--- src/rtl/buzzer_pkg.sv ---
// Shared types, default timing and width helpers for the buzzer arbiter.
package buzzer_pkg;

    // Arbiter FSM states
    typedef enum logic [1:0] {
        IDLE  = 2'd0,
        SOUND = 2'd1,
        GAP   = 2'd2
    } state_e;

    // Default configuration
    localparam int unsigned DEF_N_REQ      = 3;
    localparam int unsigned DEF_DEB_CYCLES = 4;
    localparam int unsigned DEF_ON_CYCLES  = 8;
    localparam int unsigned DEF_GAP_CYCLES = 2;

    // Width of a requester index (at least one bit)
    function automatic int unsigned idx_width(input int unsigned n);
        return (n < 2) ? 1 : $clog2(n);
    endfunction

    // Width of the on/gap down-counter
    function automatic int unsigned cnt_width(input int unsigned on_cyc, input int unsigned gap_cyc);
        int unsigned mx;
        mx = (on_cyc > gap_cyc) ? on_cyc : gap_cyc;
        return $clog2(mx + 1);
    endfunction

endpackage

--- src/rtl/sensor_debounce.sv ---
// Per-sensor debounce: saturating run-length counter with a registered
// stable flag and a combinational pulse on the cycle stable is about to rise.
module sensor_debounce #(
    parameter int unsigned DEB_CYCLES = 4
) (
    input  logic clk,
    input  logic rst,
    input  logic ena,
    input  logic sensor_i,
    output logic stable_o,
    output logic rise_c
);

    localparam int unsigned DW = $clog2(DEB_CYCLES + 1);

    logic [DW-1:0] r_cnt;
    logic          r_stable;
    logic          w_stable_nxt;

    // Stable is the registered view of a saturated counter
    assign w_stable_nxt = (r_cnt == DW'(DEB_CYCLES));

    // Count consecutive high samples, clear on any low sample
    always_ff @(posedge clk) begin
        if (rst) begin
            r_cnt    <= '0;
            r_stable <= 1'b0;
        end else if (ena) begin
            if (!sensor_i) begin
                r_cnt <= '0;
            end else if (r_cnt != DW'(DEB_CYCLES)) begin
                r_cnt <= r_cnt + DW'(1);
            end
            r_stable <= w_stable_nxt;
        end
    end

    assign stable_o = r_stable;
    assign rise_c   = w_stable_nxt & ~r_stable;

endmodule

--- src/rtl/buzzer_arbiter.sv ---
// Round-robin arbiter sharing one buzzer bank between debounced sensors.
// Optional: define BUZZER_ARBITER_MUTE_EN to add mute_i, which forces
// buzz_o low without disturbing arbitration.
module buzzer_arbiter
    import buzzer_pkg::*;
#(
    parameter int unsigned N_REQ      = DEF_N_REQ,
    parameter int unsigned DEB_CYCLES = DEF_DEB_CYCLES,
    parameter int unsigned ON_CYCLES  = DEF_ON_CYCLES,
    parameter int unsigned GAP_CYCLES = DEF_GAP_CYCLES
) (
    input  logic                          clk,
    input  logic                          rst,
    input  logic                          ena,
    input  logic [N_REQ-1:0]              sensor_i,
`ifdef BUZZER_ARBITER_MUTE_EN
    input  logic                          mute_i,
`endif
    output logic [N_REQ-1:0]              buzz_o,
    output logic                          busy_o,
    output logic [idx_width(N_REQ)-1:0]   grant_id_o,
    output logic                          done_o
);

    localparam int unsigned GW = idx_width(N_REQ);
    localparam int unsigned CW = cnt_width(ON_CYCLES, GAP_CYCLES);
    localparam logic [N_REQ-1:0] ONE_HOT0 = {{(N_REQ-1){1'b0}}, 1'b1};

    state_e           r_state, w_state_nxt;
    logic [CW-1:0]    r_cnt, w_cnt_nxt;
    logic [GW-1:0]    r_ptr, w_ptr_nxt;
    logic [GW-1:0]    r_grant, w_grant_nxt;
    logic [N_REQ-1:0] r_pending;
    logic [N_REQ-1:0] r_buzz, w_buzz_nxt;
    logic             r_busy, w_busy_nxt;
    logic             r_done, w_done_nxt;
    logic [N_REQ-1:0] w_clr;
    logic [N_REQ-1:0] w_rise;
    logic [N_REQ-1:0] w_stable_unused;
    logic             w_any;
    logic [GW-1:0]    w_sel;

    // One debouncer per requester
    for (genvar g = 0; g < int'(N_REQ); g++) begin : g_deb
        sensor_debounce #(
            .DEB_CYCLES (DEB_CYCLES)
        ) u_deb (
            .clk      (clk),
            .rst      (rst),
            .ena      (ena),
            .sensor_i (sensor_i[g]),
            .stable_o (w_stable_unused[g]),
            .rise_c   (w_rise[g])
        );
    end

    // Round-robin pick: first pending bit above the pointer, wrapping
    always_comb begin
        int idx;
        w_any = |r_pending;
        w_sel = r_ptr;
        idx   = 0;
        for (int k = int'(N_REQ); k >= 1; k--) begin
            idx = int'((32'(r_ptr) + 32'(k)) % N_REQ);
            if (r_pending[GW'(idx)]) begin
                w_sel = GW'(idx);
            end
        end
    end

    // Next-state, counter and output decode
    always_comb begin
        w_state_nxt = r_state;
        w_cnt_nxt   = r_cnt;
        w_ptr_nxt   = r_ptr;
        w_grant_nxt = r_grant;
        w_clr       = '0;
        w_done_nxt  = 1'b0;
        case (r_state)
            IDLE: begin
                if (w_any) begin
                    w_state_nxt = SOUND;
                    w_grant_nxt = w_sel;
                    w_ptr_nxt   = w_sel;
                    w_cnt_nxt   = CW'(ON_CYCLES - 1);
                end
            end
            SOUND: begin
                if (r_cnt == '0) begin
                    w_state_nxt = GAP;
                    w_clr       = ONE_HOT0 << r_grant;
                    w_done_nxt  = 1'b1;
                    w_cnt_nxt   = CW'(GAP_CYCLES - 1);
                end else begin
                    w_cnt_nxt = r_cnt - CW'(1);
                end
            end
            GAP: begin
                if (r_cnt == '0) begin
                    if (w_any) begin
                        w_state_nxt = SOUND;
                        w_grant_nxt = w_sel;
                        w_ptr_nxt   = w_sel;
                        w_cnt_nxt   = CW'(ON_CYCLES - 1);
                    end else begin
                        w_state_nxt = IDLE;
                    end
                end else begin
                    w_cnt_nxt = r_cnt - CW'(1);
                end
            end
            default: begin
                w_state_nxt = IDLE;
            end
        endcase
        w_buzz_nxt = (w_state_nxt == SOUND) ? (ONE_HOT0 << w_grant_nxt) : '0;
        w_busy_nxt = (w_state_nxt != IDLE);
    end

    // FSM, pointer and registered outputs
    always_ff @(posedge clk) begin
        if (rst) begin
            r_state <= IDLE;
            r_cnt   <= '0;
            r_ptr   <= GW'(N_REQ - 1);
            r_grant <= '0;
            r_buzz  <= '0;
            r_busy  <= 1'b0;
            r_done  <= 1'b0;
        end else if (ena) begin
            r_state <= w_state_nxt;
            r_cnt   <= w_cnt_nxt;
            r_ptr   <= w_ptr_nxt;
            r_grant <= w_grant_nxt;
            r_buzz  <= w_buzz_nxt;
            r_busy  <= w_busy_nxt;
            r_done  <= w_done_nxt;
        end
    end

    // Pending alarms: a new stable rise beats a same-cycle completion
    always_ff @(posedge clk) begin
        if (rst) begin
            r_pending <= '0;
        end else if (ena) begin
            r_pending <= (r_pending & ~w_clr) | w_rise;
        end
    end

`ifdef BUZZER_ARBITER_MUTE_EN
    assign buzz_o = mute_i ? '0 : r_buzz;
`else
    assign buzz_o = r_buzz;
`endif
    assign busy_o     = r_busy;
    assign grant_id_o = r_grant;
    assign done_o     = r_done;

endmodule
--- config.mk ---
export PLATFORM = sky130hd
export DESIGN_NAME = buzzer_arbiter
export DESIGN_NICKNAME = d
export VERILOG_FILES = /design/src/rtl/buzzer_pkg.sv /design/src/rtl/sensor_debounce.sv /design/src/rtl/buzzer_arbiter.sv
export SDC_FILE = /design/constraint.sdc
export NUM_CORES = 1
export LEC_CHECK = 0
export ABC_AREA = 0
export ABC_CLOCK_PERIOD_IN_PS = 6000
export CORE_MARGIN = 5
export CORE_UTILIZATION = 55
export DETAILED_ROUTE_END_ITERATION = 12
export PLACE_DENSITY = 0.77
export SYNTH_ARGS = -nofsm -noshare
export SYNTH_HDL_FRONTEND = slang
export SYNTH_HIERARCHICAL = 1
export SYNTH_SLANG_ARGS = --single-unit
--- constraint.sdc ---
create_clock -name clk -period 6 [get_ports clk]
set_input_delay 0.9 -clock clk [delete_from_list [all_inputs] [get_ports clk]]
set_output_delay 0.9 -clock clk [all_outputs]
set_load 0.02 [all_outputs]
* Word level (Yosys, flattened, before mapping)
Cells that the tools add are included.
** Word-level totals
- Register bits after elaboration :: 30
- Bits in latches :: 0
- RAM bits :: 0
- Memory bits (read-only) :: 0
- Bits of input ports :: 6
- Output and inout bits :: 7
- Logic and storage cells :: 100
- Memories :: 0
** Operators by class
- Add/subtract/negate cells :: 7
- $mul :: 0
- Div/mod/pow operators :: 3
- Magnitude comparators :: 3
- Equal/unequal tests :: 13
- Shift operators :: 2
- Mux-type cells :: 38
- Bitwise gates (word level) :: 9
- Reductions and logical operators :: 11
** Operators with widths (count)
- 32-bit by 2-bit remainder unit with 32-bit output (second input constant) :: 3
- 3-bit two-way mux :: 9
- 2-bit two-way mux :: 10
- 2-bit by 4-bit < comparator with 1-bit output (second input constant) :: 3
- 4-bit two-way mux :: 3
- 4-bit case mux with 3 select lines :: 1
- 3-bit by 1-bit adder with 3-bit output (second input constant) :: 3
- 3-bit equality test (second input constant) :: 3
- 1-bit two-way mux :: 9
- 3-bit inequality test (second input constant) :: 3
- 2-bit case mux with 2 select lines :: 2
- 2-bit AND reduction :: 4
- 2-bit by 2-bit adder with 3-bit output (second input constant) :: 2
- 1-bit binary-select mux with 2-bit select :: 3
- 2-bit by 1-bit inequality test with 1-bit output (second input constant) :: 3
- 2-bit case mux with 3 select lines :: 1
- 1-bit by 2-bit << shifter with 3-bit output (first input constant) :: 2
- 2-bit by 1-bit equality test with 1-bit output (second input constant) :: 2
- 4-bit logical NOT :: 1
- 2-bit nonzero test :: 2
- 4-bit by 1-bit subtractor with 4-bit output (second input constant) :: 1
- 2-bit by 1-bit adder with 3-bit output (second input constant) :: 1
- 1-bit bitwise AND :: 3
- 3-bit bitwise AND :: 1
- 9 further kinds :: 11

* Depth between registers and ports, before layout
Gate-level depths: netlist of the first run.
- Depth after elaboration :: 13
- Mapped depth :: 9
- Mapped depth without buffers :: 8

* Cells and area by module
Netlist of the first run, hierarchy kept.
** Modules (own cells, without submodules)
- buzzer_arbiter :: instances 1, cells an instance 161, area an instance 1293.7 um2, sequential area each 360.3 um2
- sensor_debounce :: instances 3, cells an instance 24, area an instance 205.2 um2, sequential area each 80.1 um2

* Worst setup path after synthesis of the first run
OpenSTA, ideal clock, no wires.
- Kind :: reg-to-reg
- Start :: register r_ptr[0]
- End :: register r_buzz[2] (netlist: buzz_o[2])
- Library setup time :: 117 ps
- Arrival time :: 1883 ps
- Required time :: 5883 ps
- Path slack :: 3999 ps
- Cell stages (with the launch flop) :: 10
- Path buffers :: 1
- Period minus slack after synthesis :: 2001 ps
- Path through :: dfxtp_1 > inv_1 > ha_1 > buf_2 > nor2_1 > a211oi_1 > o31ai_2 > nor3_1 > a211o_1 > a32o_1
** On the way
- Word-level cells in the longest chain between the ends :: 13
- Elaborated cells between the ends (all ways) :: 23
- Classes of those cells :: add/sub: 3; div: 3; shift: 1; mux: 16
** Ends and longest elaborated chain
- from (decl) :: RTL line buzzer_arbiter.sv:31 : logic [GW-1:0] r_ptr, w_ptr_nxt;
- from (signal assigned) :: RTL line buzzer_arbiter.sv:125 : r_ptr <= GW'(N_REQ - 1);
- from (signal assigned) :: RTL line buzzer_arbiter.sv:133 : r_ptr <= w_ptr_nxt;
- 2-bit by 2-bit adder with 3-bit output :: RTL line buzzer_arbiter.sv:64 : idx = int'((32'(r_ptr) + 32'(k)) % N_REQ);
- 32-bit by 2-bit remainder unit with 32-bit output :: RTL line buzzer_arbiter.sv:64
- 1-bit binary-select mux with 2-bit select :: RTL line buzzer_arbiter.sv:65 : if (r_pending[GW'(idx)]) begin
- 1-bit two-way mux (implied by the code) (2 in a row) :: RTL line buzzer_arbiter.sv:65
- 2-bit two-way mux (2 in a row) :: RTL line buzzer_arbiter.sv:65
- 2-bit two-way mux (*) :: RTL line buzzer_arbiter.sv:65
- 2-bit two-way mux (*) :: RTL line buzzer_arbiter.sv:81, buzzer_arbiter.sv:100
- 2-bit two-way mux :: RTL line buzzer_arbiter.sv:99 : if (r_cnt == '0) begin
- 2-bit case mux with 2 select lines (*) :: RTL line buzzer_arbiter.sv:79 : case (r_state)
- 1-bit by 2-bit << shifter with 3-bit output (*) :: RTL line buzzer_arbiter.sv:116 : w_buzz_nxt = (w_state_nxt == SOUND) ? (ONE_HOT0 << w_grant_nxt) : '0;
- 3-bit two-way mux (*) :: RTL line buzzer_arbiter.sv:116
- to (signal assigned) :: RTL line buzzer_arbiter.sv:135 : r_buzz <= w_buzz_nxt;
- to (decl) :: RTL line buzzer_arbiter.sv:34 : logic [N_REQ-1:0] r_buzz, w_buzz_nxt;
Every way passes the cells marked *; elsewhere a longest branch is shown, timed or not. The select of a mux whose other input is x is not followed.
A chain may end at the register's enable or synchronous reset.

==> results of run 1 <==
layout by cell type (no fill, tap or decap), types with 2 or more instances in the layout:
cell             count
clkbuf_4             5
nor2b_1              4
nand4_1              6
mux2i_1              3
a32o_1               2
buf_4                2
a21oi_1             16
nand2_2              3
nand2_1             16
a32oi_1              3
a22oi_1              2
clkdlybuf4s50_1     12
o21ai_0             16
inv_1               15
nand3_1              9
ha_1                15
a211oi_1             7
nor2_1              22
dfxtp_1             30
a311oi_1             3
a2bb2oi_1            2
nor3b_1              2
nand2b_1             8
a31oi_1              7
nand3b_1             3
nor3_1               5
final cells by class:
type / instances / share of cell area [%]
timing repair buffer: 14 / 6.346
multi-input combinational: 178 / 56.29
sequential: 30 / 28.20
clock inverter: 1 / 1.410
tap: 46 / 2.703
inverter: 15 / 2.644
clock buffer: 6 / 2.409
kinds of logic (layout without fill, tap and decap cells):
kind of cell / Yosys count / in the layout / synth area share (%)
multiplexers: 4 / 4 / 2.163
adder cells (fa/ha/maj): 15 / 15 / 9.830
buffers and inverters: 25 / 36 / 5.766
AND/OR/NAND/NOR: 86 / 86 / 24.31
flip-flops: 30 / 30 / 31.45
AO/OA/AOI/OAI: 73 / 73 / 26.48
sequential cells by signal (all words and copies together), names as in the netlist:
signal	count
busy_o	1
buzz_o	3
done_o	1
g_deb.u_deb/r_cnt	9
g_deb.u_deb/stable_o	3
grant_id_o	2
r_cnt	4
r_pending	3
r_ptr	2
r_state	2
power by group:
part	leakage [uW]	internal, uW	total, uW	switching, uW
Clock	0.0000443	97.0	167	70.0
Sequential	0.000243	202	205	2.83
Combinational	0.000508	12.7	31.2	18.5
worst max-delay path by stage:
stage	from	endpoint	slack, ps
CTS	ena	r_cnt[3]$_SDFFE_PP0P_	3420
global route	ena	r_cnt[2]$_SDFFE_PP0P_	3210
global placement	ena	r_cnt[3]$_SDFFE_PP0P_	3110
detailed placement	ena	r_cnt[3]$_SDFFE_PP0P_	3090
floorplan	r_ptr[0]$_SDFFE_PP0P_	buzz_o[2]$_SDFFE_PP0P_	4000
finish	ena	r_cnt[2]$_SDFFE_PP0P_	3360
tightest hold or removal path, stage by stage, from the launching register on:
cell and delay, ps:
dfxtp_1 320, nand2b_1 60, a21oi_1 60
per-layer routing:
metal / GRT usage, % / routed length [um] / share of wire [%]
met4: 7.786 / 78 / 2.0
met3: 6.321 / 148 / 3.7
met2: 28.57 / 1814 / 46
met5: 0 / 0 / 0
met1: 23.59 / 1925 / 49
Yosys cell counts, types with 2 or more instances:
library cell  instances
clkbuf_1              4
nand4_1               6
nor3b_1               2
ha_1                 15
a2bb2oi_1             2
a22oi_1               2
a211oi_1              7
a31oi_1               7
nor2b_1               4
mux2i_1               3
a32o_1                2
nor3_1                5
nand2b_1              8
dfxtp_1              30
a21oi_1              16
nor2_1               22
a311oi_1              3
nand2_1              16
a32oi_1               3
buf_2                 4
nand3b_1              3
nand3_1               9
nand2_2               3
o21ai_0              16
inv_1                15
through the flow:
| stage | total power (uW) | util (%) | worst slack [ps] | instances |
|---|---|---|---|---|
| after CTS | 406.9 | 63.82 | 3425 | 290 |
| final | 402.7 | 63.82 | 3361 | 290 |
| after global routing | 423.6 | 63.82 | 3214 | 290 |
| after global placement | 239.5 | 61.38 | 3115 | 283 |
| after detailed placement | 240.1 | 61.38 | 3086 | 283 |
| after floorplan | 227.0 | - | 3999 | 233 |
==> flow_metrics.env, run 1 <==
export IMPL_htreeDepth=2
export IMPL_rr_worst_depth=8
export IMPL_first_global_vias=1481
export IMPL_start_util_pct=57.22
export IMPL_avgSynthCellArea_um2=8.195
export IMPL_skew_ps=10.78
export IMPL_track_usage_pct=18.57
export IMPL_period_share_pct=43.98
export IMPL_hold_ws_ps=479.9
export IMPL_crit_chain="clkdlybuf4s50_1 > buf_4 > nor2b_1 > a21oi_1 > a2111oi_0"
export IMPL_nets=265
export IMPL_via_per_inst=5.924
export IMPL_crit_family="buffers and inverters"
export IMPL_reg2reg_to="buzz_o[1]$_SDFFE_PP0P_"
export IMPL_synth_edf_count=0
export IMPL_synth_cell_types=51
export IMPL_numCtsBuffers=5
export IMPL_stdcell_area_um2=2130
export IMPL_start_kind="primary input"
export IMPL_tns_ps=0
export IMPL_drc_errors=0
export IMPL_routabilityCongestion=0.8335
export IMPL_setup_worst_path_class="primary input to register"
export IMPL_cap_violations=0
export IMPL_clock_path_buffers=2
export IMPL_dp_final_hpwl_um=2747
export IMPL_cp_required_ps=6200
export IMPL_drtIter0Drc=111
export IMPL_syn_area_um2=1909
export IMPL_io_buffers=12
export IMPL_arrival_ps=2830
export IMPL_fmax_ghz=0.3790
export IMPL_path_depth=5
export IMPL_core_region_area_um2=3337
export IMPL_rsz0062_at_grt="false"
export IMPL_drive_above_1_share_pct=7.787
export IMPL_synth_seq_cells=30
export IMPL_n_antenna_cell=0
export IMPL_first_pass_iters=4
export IMPL_cp_num_buf_inv=2
export IMPL_end_kind="register"
export IMPL_p_leak_uw=0.0007947
export IMPL_drv_slew=0
export IMPL_final_hold_violation_count=0
export IMPL_yosys_area_top_type="dfxtp_1"
export IMPL_dpl_cell_area_um2=2048
export IMPL_die_width_um=68.92
export IMPL_cts_resized=0
export IMPL_holdPathEnd="g_deb[1].u_deb/stable_o$_SDFFE_PP0P_"
export IMPL_hold_buffers=0
export IMPL_ff2ff_setup_slack_ps=3720
export IMPL_syn_num_nets=254
export IMPL_worstPathMaxFanout=41
export IMPL_num_rows=21
export IMPL_async_flop_share_pct=0
export IMPL_ys_seq_area_share_pct=31.45
export IMPL_grt_overflow=0
export IMPL_clkSlewWorstSetupHoldPaths_ps=100
export IMPL_grt_first_pass_wirelength_um=6527
export IMPL_regToRegStartpoint="r_ptr[0]$_SDFFE_PP0P_"
export IMPL_drt_wl_total_um=3966
export IMPL_whs_path_depth=2
export IMPL_min_from="g_deb[1].u_deb/stable_o$_SDFFE_PP0P_"
export IMPL_p_per_area_nw_per_um2=189.1
export IMPL_fillCellCount=310
export IMPL_slowest_delay_ps=610
export IMPL_routedWlPerCell_um=13.68
export IMPL_vias=1718
export IMPL_cts_tree="built"
export IMPL_slowest_stage="nor2b_1"
export IMPL_grt_max_degree=42
export IMPL_die_area_um2=4750
export IMPL_register_area_um2=600.6
export IMPL_die_h_um=68.92
export IMPL_setup_viol=0
export IMPL_outcome="finished, final reports clean"
export IMPL_ys_flop_type="dfxtp_1"
export IMPL_syn_inst=233
export IMPL_ir_drop_mv=0.1362
export IMPL_ios=13
export IMPL_synth_area_top_cells="dfxtp_1 31%, ha_1 9.8%, nor2_1 4.3%"
export IMPL_cts_sinks=30
export IMPL_yosysTopAreaCellShare_pct=31.45
export IMPL_timing_slew_headroom_pct=55.19
export IMPL_period_needed_ps=2639
export IMPL_ant_nets=0
export IMPL_ctsRootBufferMaster="clkbuf_4"
export IMPL_clock_latency_ps=330
export IMPL_tightest_slew_ps=670.8
export IMPL_antenna_found_initial=0
export IMPL_postCtsSetupRepairBufs=0
export IMPL_multi_input_area_um2=1199
export IMPL_area_growth_pct=11.53
export IMPL_yosys_warnings=6
export IMPL_hold_path_class="register to register"
(Power assumes the default switching activity.)
==> run 2, diff against run 1 <==
- ABC_CLOCK_PERIOD_IN_PS: 6000 -> 2370
- CORE_UTILIZATION: 55 -> 53
- PLACE_DENSITY: 0.77 -> 0.78
- clock period: 6 -> 2.37 ns (I/O delays scaled with it)
==> run 2 against run 1 <==
- register-to-register slack got worse by 3600 ps
- combinational power increased to 2.7 times the previous value
- clock skew decreased by 4.8 ps
- hold slack improved by 2.5 ps
- sequential share of layout area about the same
- final cell count increased by 1.4%
- global-route usage decreased by 1.6 points
- setup slack got worse by 3200 ps
- critical path type is now register to register
- critical path depth increased by 3
- non-clock buffer count increased by 3
- power increased by 130%
- via count decreased by 0.17%
- critical endpoint is now buzz_o[2]$_SDFFE_PP0P_
==> flow_metrics.env, run 2 (synthesis gave the netlist of run 1 again) <==
export IMPL_outcome="finished, final reports clean"
export IMPL_htreeDepth=2
export IMPL_drv_slew=0
export IMPL_period_share_pct=93.28
export IMPL_dp_final_hpwl_um=2791
export IMPL_largest_register="g_deb.u_deb/r_cnt"
export IMPL_die_width_um=70.02
export IMPL_p_leak_uw=0.0008000
export IMPL_die_area_um2=4903
export IMPL_cp_required_ps=2610
export IMPL_top_regs="g_deb.u_deb/r_cnt x9, r_cnt x4"
export IMPL_first_global_vias=1571
export IMPL_cts_tree="built"
export IMPL_total_power_uw=925.0
export IMPL_via_per_inst=5.833
export IMPL_routabilityCongestion=0.8551
export IMPL_cts_sinks=30
export IMPL_numCtsBuffers=5
export IMPL_worstPathMaxFanout=9
export IMPL_start_util_pct=55.90
export IMPL_drc_errors=0
export IMPL_skew_ps=6.023
export IMPL_core_region_area_um2=3416
export IMPL_postCtsSetupRepairBufs=0
export IMPL_rsz0062_at_grt="false"
export IMPL_drt_wl_total_um=3909
export IMPL_p_per_area_nw_per_um2=434.1
export IMPL_clock_path_buffers=2
export IMPL_first_pass_iters=4
export IMPL_setup_slack_ps=159.2
export IMPL_whs_path_depth=2
export IMPL_routedWlPerCell_um=13.30
export IMPL_stdcell_area_um2=2131
export IMPL_hold_ws_ps=482.4
export IMPL_grt_overflow=0
export IMPL_drive_above_1_share_pct=8.871
export IMPL_cap_violations=0
export IMPL_end_kind="register"
export IMPL_ant_nets=0
export IMPL_ios=13
export IMPL_area_growth_pct=11.60
export IMPL_track_usage_pct=16.96
export IMPL_setup_worst_path_class="register to register"
export IMPL_hold_path_class="register to register"
export IMPL_pre_cts_ws_ps=167.7
export IMPL_dpl_cell_area_um2=2071
export IMPL_setup_viol=0
export IMPL_nets=268
export IMPL_cts_resized=0
export IMPL_vias=1715
export IMPL_start_kind="register"
export IMPL_timing_slew_headroom_pct=73.36
export IMPL_grt_max_degree=22
export IMPL_ff2ff_setup_slack_ps=160
export IMPL_grt_first_pass_wirelength_um=6810
export IMPL_final_hold_violation_count=0
export IMPL_period_needed_ps=2211
export IMPL_ir_drop_mv=0.3727
export IMPL_fmax_ghz=0.4523
export IMPL_largest_reg_flops=9
export IMPL_layout_commonest_cell="dfxtp_1"
export IMPL_clkSlewWorstSetupHoldPaths_ps=90
export IMPL_tns_ps=0
export IMPL_antenna_found_initial=0
export IMPL_die_h_um=70.02
export IMPL_arrival_ps=2450
export IMPL_final_cell_mix="30 x dfxtp_1, 22 x nor2_1, 16 x nand2_1, 16 x o21ai_0, 16 x a21oi_1"
export IMPL_clock_latency_ps=340
export IMPL_num_rows=21
export IMPL_rr_worst_depth=8
export IMPL_io_buffers=12
export IMPL_n_antenna_cell=0
export IMPL_hold_buffers=0
export IMPL_tightest_slew_ps=389.5
export IMPL_ctsRootBufferMaster="clkbuf_4"
export IMPL_drtIter0Drc=175
[run 2: cell types whose count changed in the layout (fill, tap and decap cells not counted), sizes merged]
cell,before,now
clkbuf,6,7
clkinv,0,1
bufinv,1,0
buf,2,5
[run 2: worst paths after layout]
| check | from | endpoint |
|---|---|---|
| setup / recovery | r_ptr[0]$_SDFFE_PP0P_ | buzz_o[2]$_SDFFE_PP0P_ |
| hold / removal | busy_o$_SDFFE_PP0P_ | busy_o$_SDFFE_PP0P_ |
| setup reg to reg | r_ptr[0]$_SDFFE_PP0P_ | buzz_o[2]$_SDFFE_PP0P_ |
| hold reg to reg | busy_o$_SDFFE_PP0P_ | busy_o$_SDFFE_PP0P_ |
[run 2: layout make-up]
cell class              count  area, um^2
fillers                   318        1285
flip-flops and latches     30       600.6
clock inverters             1       5.005
clock buffers               7       55.05
inverters                  15       56.30
repair buffers             17       157.7
multi-input cells         178        1199
well taps                  46       57.56
[run 2: through the flow]
| step | instances | utilization, % |
|---|---|---|
| after floorplan | 233 | - |
| after global placement | 286 | 60.62 |
| after detailed placement | 286 | 60.62 |
| after CTS | 294 | 62.38 |
| after global routing | 294 | 62.38 |
| final | 294 | 62.38 |
[run 2: layer usage]
layer	vias to the layer above	share of wire, %	GRT usage (%)
met2	42	48	27.60
li1	889	-	-
met1	775	46	20.44
met5	-	0	0
met3	9	4.6	3.874
met4	0	1.7	9.574
[run 2: critical path, cell delays in order, from the launching register on]
cell      delay, ps
dfxtp_1         380
inv_1            90
ha_1            410
nor2_1          150
a211oi_1         70
o31ai_2         350
nor3_1          130
a211o_1         320
a32o_1          220
[run 2: where the power goes]
group / internal (uW) / leakage, uW / switching (uW) / total, uW
Clock: 144 / 0.0000353 / 180 / 324
Sequential: 511 / 0.000243 / 7.92 / 519
Combinational: 35.2 / 0.000522 / 47.5 / 82.8
Total: 689 / 0.000800 / 236 / 925
==> run 3, diff against run 2 <==
- SETUP_SLACK_MARGIN: default -> 0.4
- SLEW_MARGIN: default -> 0
==> run 3 against run 2 <==
- final cell count is 1.7% higher
- clock-buffer cell count decreased by 1
- non-clock buffer count rose by 5
- die area did not move
- largest cell class unchanged
==> flow_metrics.env, run 3 (synthesis gave the netlist of run 1 again) <==
export IMPL_slowest_delay_ps=400
export IMPL_crit_family="compound AO/OA/AOI/OAI gates"
export IMPL_p_per_area_nw_per_um2=406.8
export IMPL_cts_tree="built"
export IMPL_dpl_cell_area_um2=2085
export IMPL_path_depth=7
export IMPL_first_global_vias=1542
export IMPL_ir_drop_mv=0.3406
export IMPL_crit_chain="clkinvlp_4 > ha_4 > o21ai_0 > o31ai_4 > nor4_2 > a211oi_2 > a32o_1"
export IMPL_skew_ps=11.43
export IMPL_power_frac_clock_pct=35.1
export IMPL_die_area_um2=4903
export IMPL_die_width_um=70.02
export IMPL_p_leak_uw=0.0008239
export IMPL_area_growth_pct=19.59
export IMPL_setup_slack_ps=331.4
export IMPL_start_kind="register"
export IMPL_dp_final_hpwl_um=2894
export IMPL_power_frac_comb_pct=9.3
export IMPL_post_route_util_pct=66.85
export IMPL_htreeDepth=2
export IMPL_ff2ff_setup_slack_ps=330
export IMPL_tightest_slew_ps=542.1
export IMPL_hold_path_class="register to register"
export IMPL_final_cell_count_no_fill=299
export IMPL_nets=273
export IMPL_die_h_um=70.02
export IMPL_outcome="finished, final reports clean"
export IMPL_hold_buffers=0
export IMPL_clock_path_buffers=2
export IMPL_drtIter0Drc=125
export IMPL_drive_above_1_share_pct=18.97
export IMPL_final_hold_violation_count=0
export IMPL_drv_slew=0
export IMPL_grt_first_pass_wirelength_um=6789
export IMPL_ctsRootBufferMaster="clkbuf_4"
export IMPL_largest_register="g_deb.u_deb/r_cnt"
export IMPL_timing_slew_headroom_pct=63.74
export IMPL_rsz0062_at_grt="true"
export IMPL_io_buffers=12
export IMPL_period_needed_ps=2039
export IMPL_ios=13
export IMPL_setup_worst_path_class="register to register"
export IMPL_track_usage_pct=16.63
export IMPL_drt_wl_total_um=4192
export IMPL_dp_cells=287
export IMPL_p_int_uw=688.3
export IMPL_cp_required_ps=2600
export IMPL_whs_path_depth=2
export IMPL_grt_overflow=0
export IMPL_start_util_pct=55.90
export IMPL_core_region_area_um2=3416
export IMPL_stdcell_area_um2=2283
export IMPL_cts_sinks=30
export IMPL_final_cell_mix="28 x dfxtp_1, 20 x nor2_1, 16 x a21oi_1"
export IMPL_largest_reg_flops=9
export IMPL_clkSlewWorstSetupHoldPaths_ps=100
export IMPL_p_sw_uw=240.6
export IMPL_vias=1765
export IMPL_end_kind="register"
export IMPL_n_antenna_cell=0
export IMPL_grt_max_degree=23
export IMPL_num_rows=21
export IMPL_switching_share_pct=25.90
export IMPL_setup_viol=0
export IMPL_drc_errors=0
export IMPL_slowest_stage="dfxtp_4"
export IMPL_pre_cts_ws_ps=231.8
export IMPL_layout_commonest_cell="dfxtp_1"
export IMPL_routabilityCongestion=0.8257
export IMPL_first_pass_iters=4
export IMPL_numCtsBuffers=5
export IMPL_period_share_pct=86.02
export IMPL_cp_num_buf_inv=1
export IMPL_via_per_inst=5.903
export IMPL_antenna_found_initial=0
export IMPL_fmax_ghz=0.4905
export IMPL_top_regs="g_deb.u_deb/r_cnt x9, r_cnt x4"
export IMPL_worstPathMaxFanout=6
export IMPL_cap_violations=0
export IMPL_tns_ps=0
export IMPL_rr_worst_depth=7
export IMPL_routedWlPerCell_um=14.02
export IMPL_ant_nets=0
export IMPL_arrival_ps=2270
export IMPL_clock_latency_ps=330
export IMPL_p_seq_share_pct=55.6
-- run 3: timing repair --
action / 4_1_cts / 5_1_grt
endpoints found under the setup margin: 3 / 5
pin swaps: 1 / 5
gates cloned: 0 / 0
resized for setup: 11 / 17
setup buffers: 0 / 4
-- run 3: path summary, 6_finish.rpt --
check / from / end
setup / recovery: r_ptr[0]$_SDFFE_PP0P_ / buzz_o[0]$_SDFFE_PP0P_
hold / removal: busy_o$_SDFFE_PP0P_ / busy_o$_SDFFE_PP0P_
setup reg to reg: r_ptr[0]$_SDFFE_PP0P_ / buzz_o[0]$_SDFFE_PP0P_
hold reg to reg: busy_o$_SDFFE_PP0P_ / busy_o$_SDFFE_PP0P_
-- run 3: power by group through the flow --
stage | combinational (uW) | clock, uW | sequential (uW)
2_1_floorplan | 45.3 | 0 | 530
3_3_place_gp | 82.9 | 0 | 530
3_5_place_dp | 84.6 | 0 | 530
4_1_cts | 85.1 | 337 | 517
5_1_grt | 94.6 | 364 | 518
6_report | 86.2 | 326 | 516
-- run 3: stage by stage --
step	hold WS, ps	total power [uW]
finish	479.2	928.8
global route	497.2	976.0
CTS	477.2	939.6
detailed placement	459.0	614.5
global placement	457.4	612.7
floorplan	424.6	574.8
-- run 3: metal layers --
| layer | up-vias | wire [um] | global-route usage [%] | share of wire, % |
|---|---|---|---|---|
| li1 | 905 | - | - | - |
| met1 | 830 | 1984 | 21.73 | 47 |
| met2 | 22 | 2025 | 26.76 | 48 |
| met3 | 8 | 101 | 3.874 | 2.4 |
| met4 | 0 | 81 | 5.745 | 1.9 |
| met5 | - | 0 | 0 | 0 |
-- run 3: cell type report --
class                      instances  area, um^2
multi-input combinational        178        1301
fill                             306        1132
sequential                        30       608.1
timing repair buffer              22       192.7
inverter                          15       60.06
tap                               46       57.56
clock buffer                       6       51.30
clock inverter                     2       12.51
-- run 3: worst reg2reg max path, delay by kind of cell (launching register included) --
family / cells / cell delay [ps]
compound gates: 4 / 830
fa+ha+maj: 1 / 300
simple gates: 1 / 250
flops: 1 / 400
buf+inv: 1 / 160
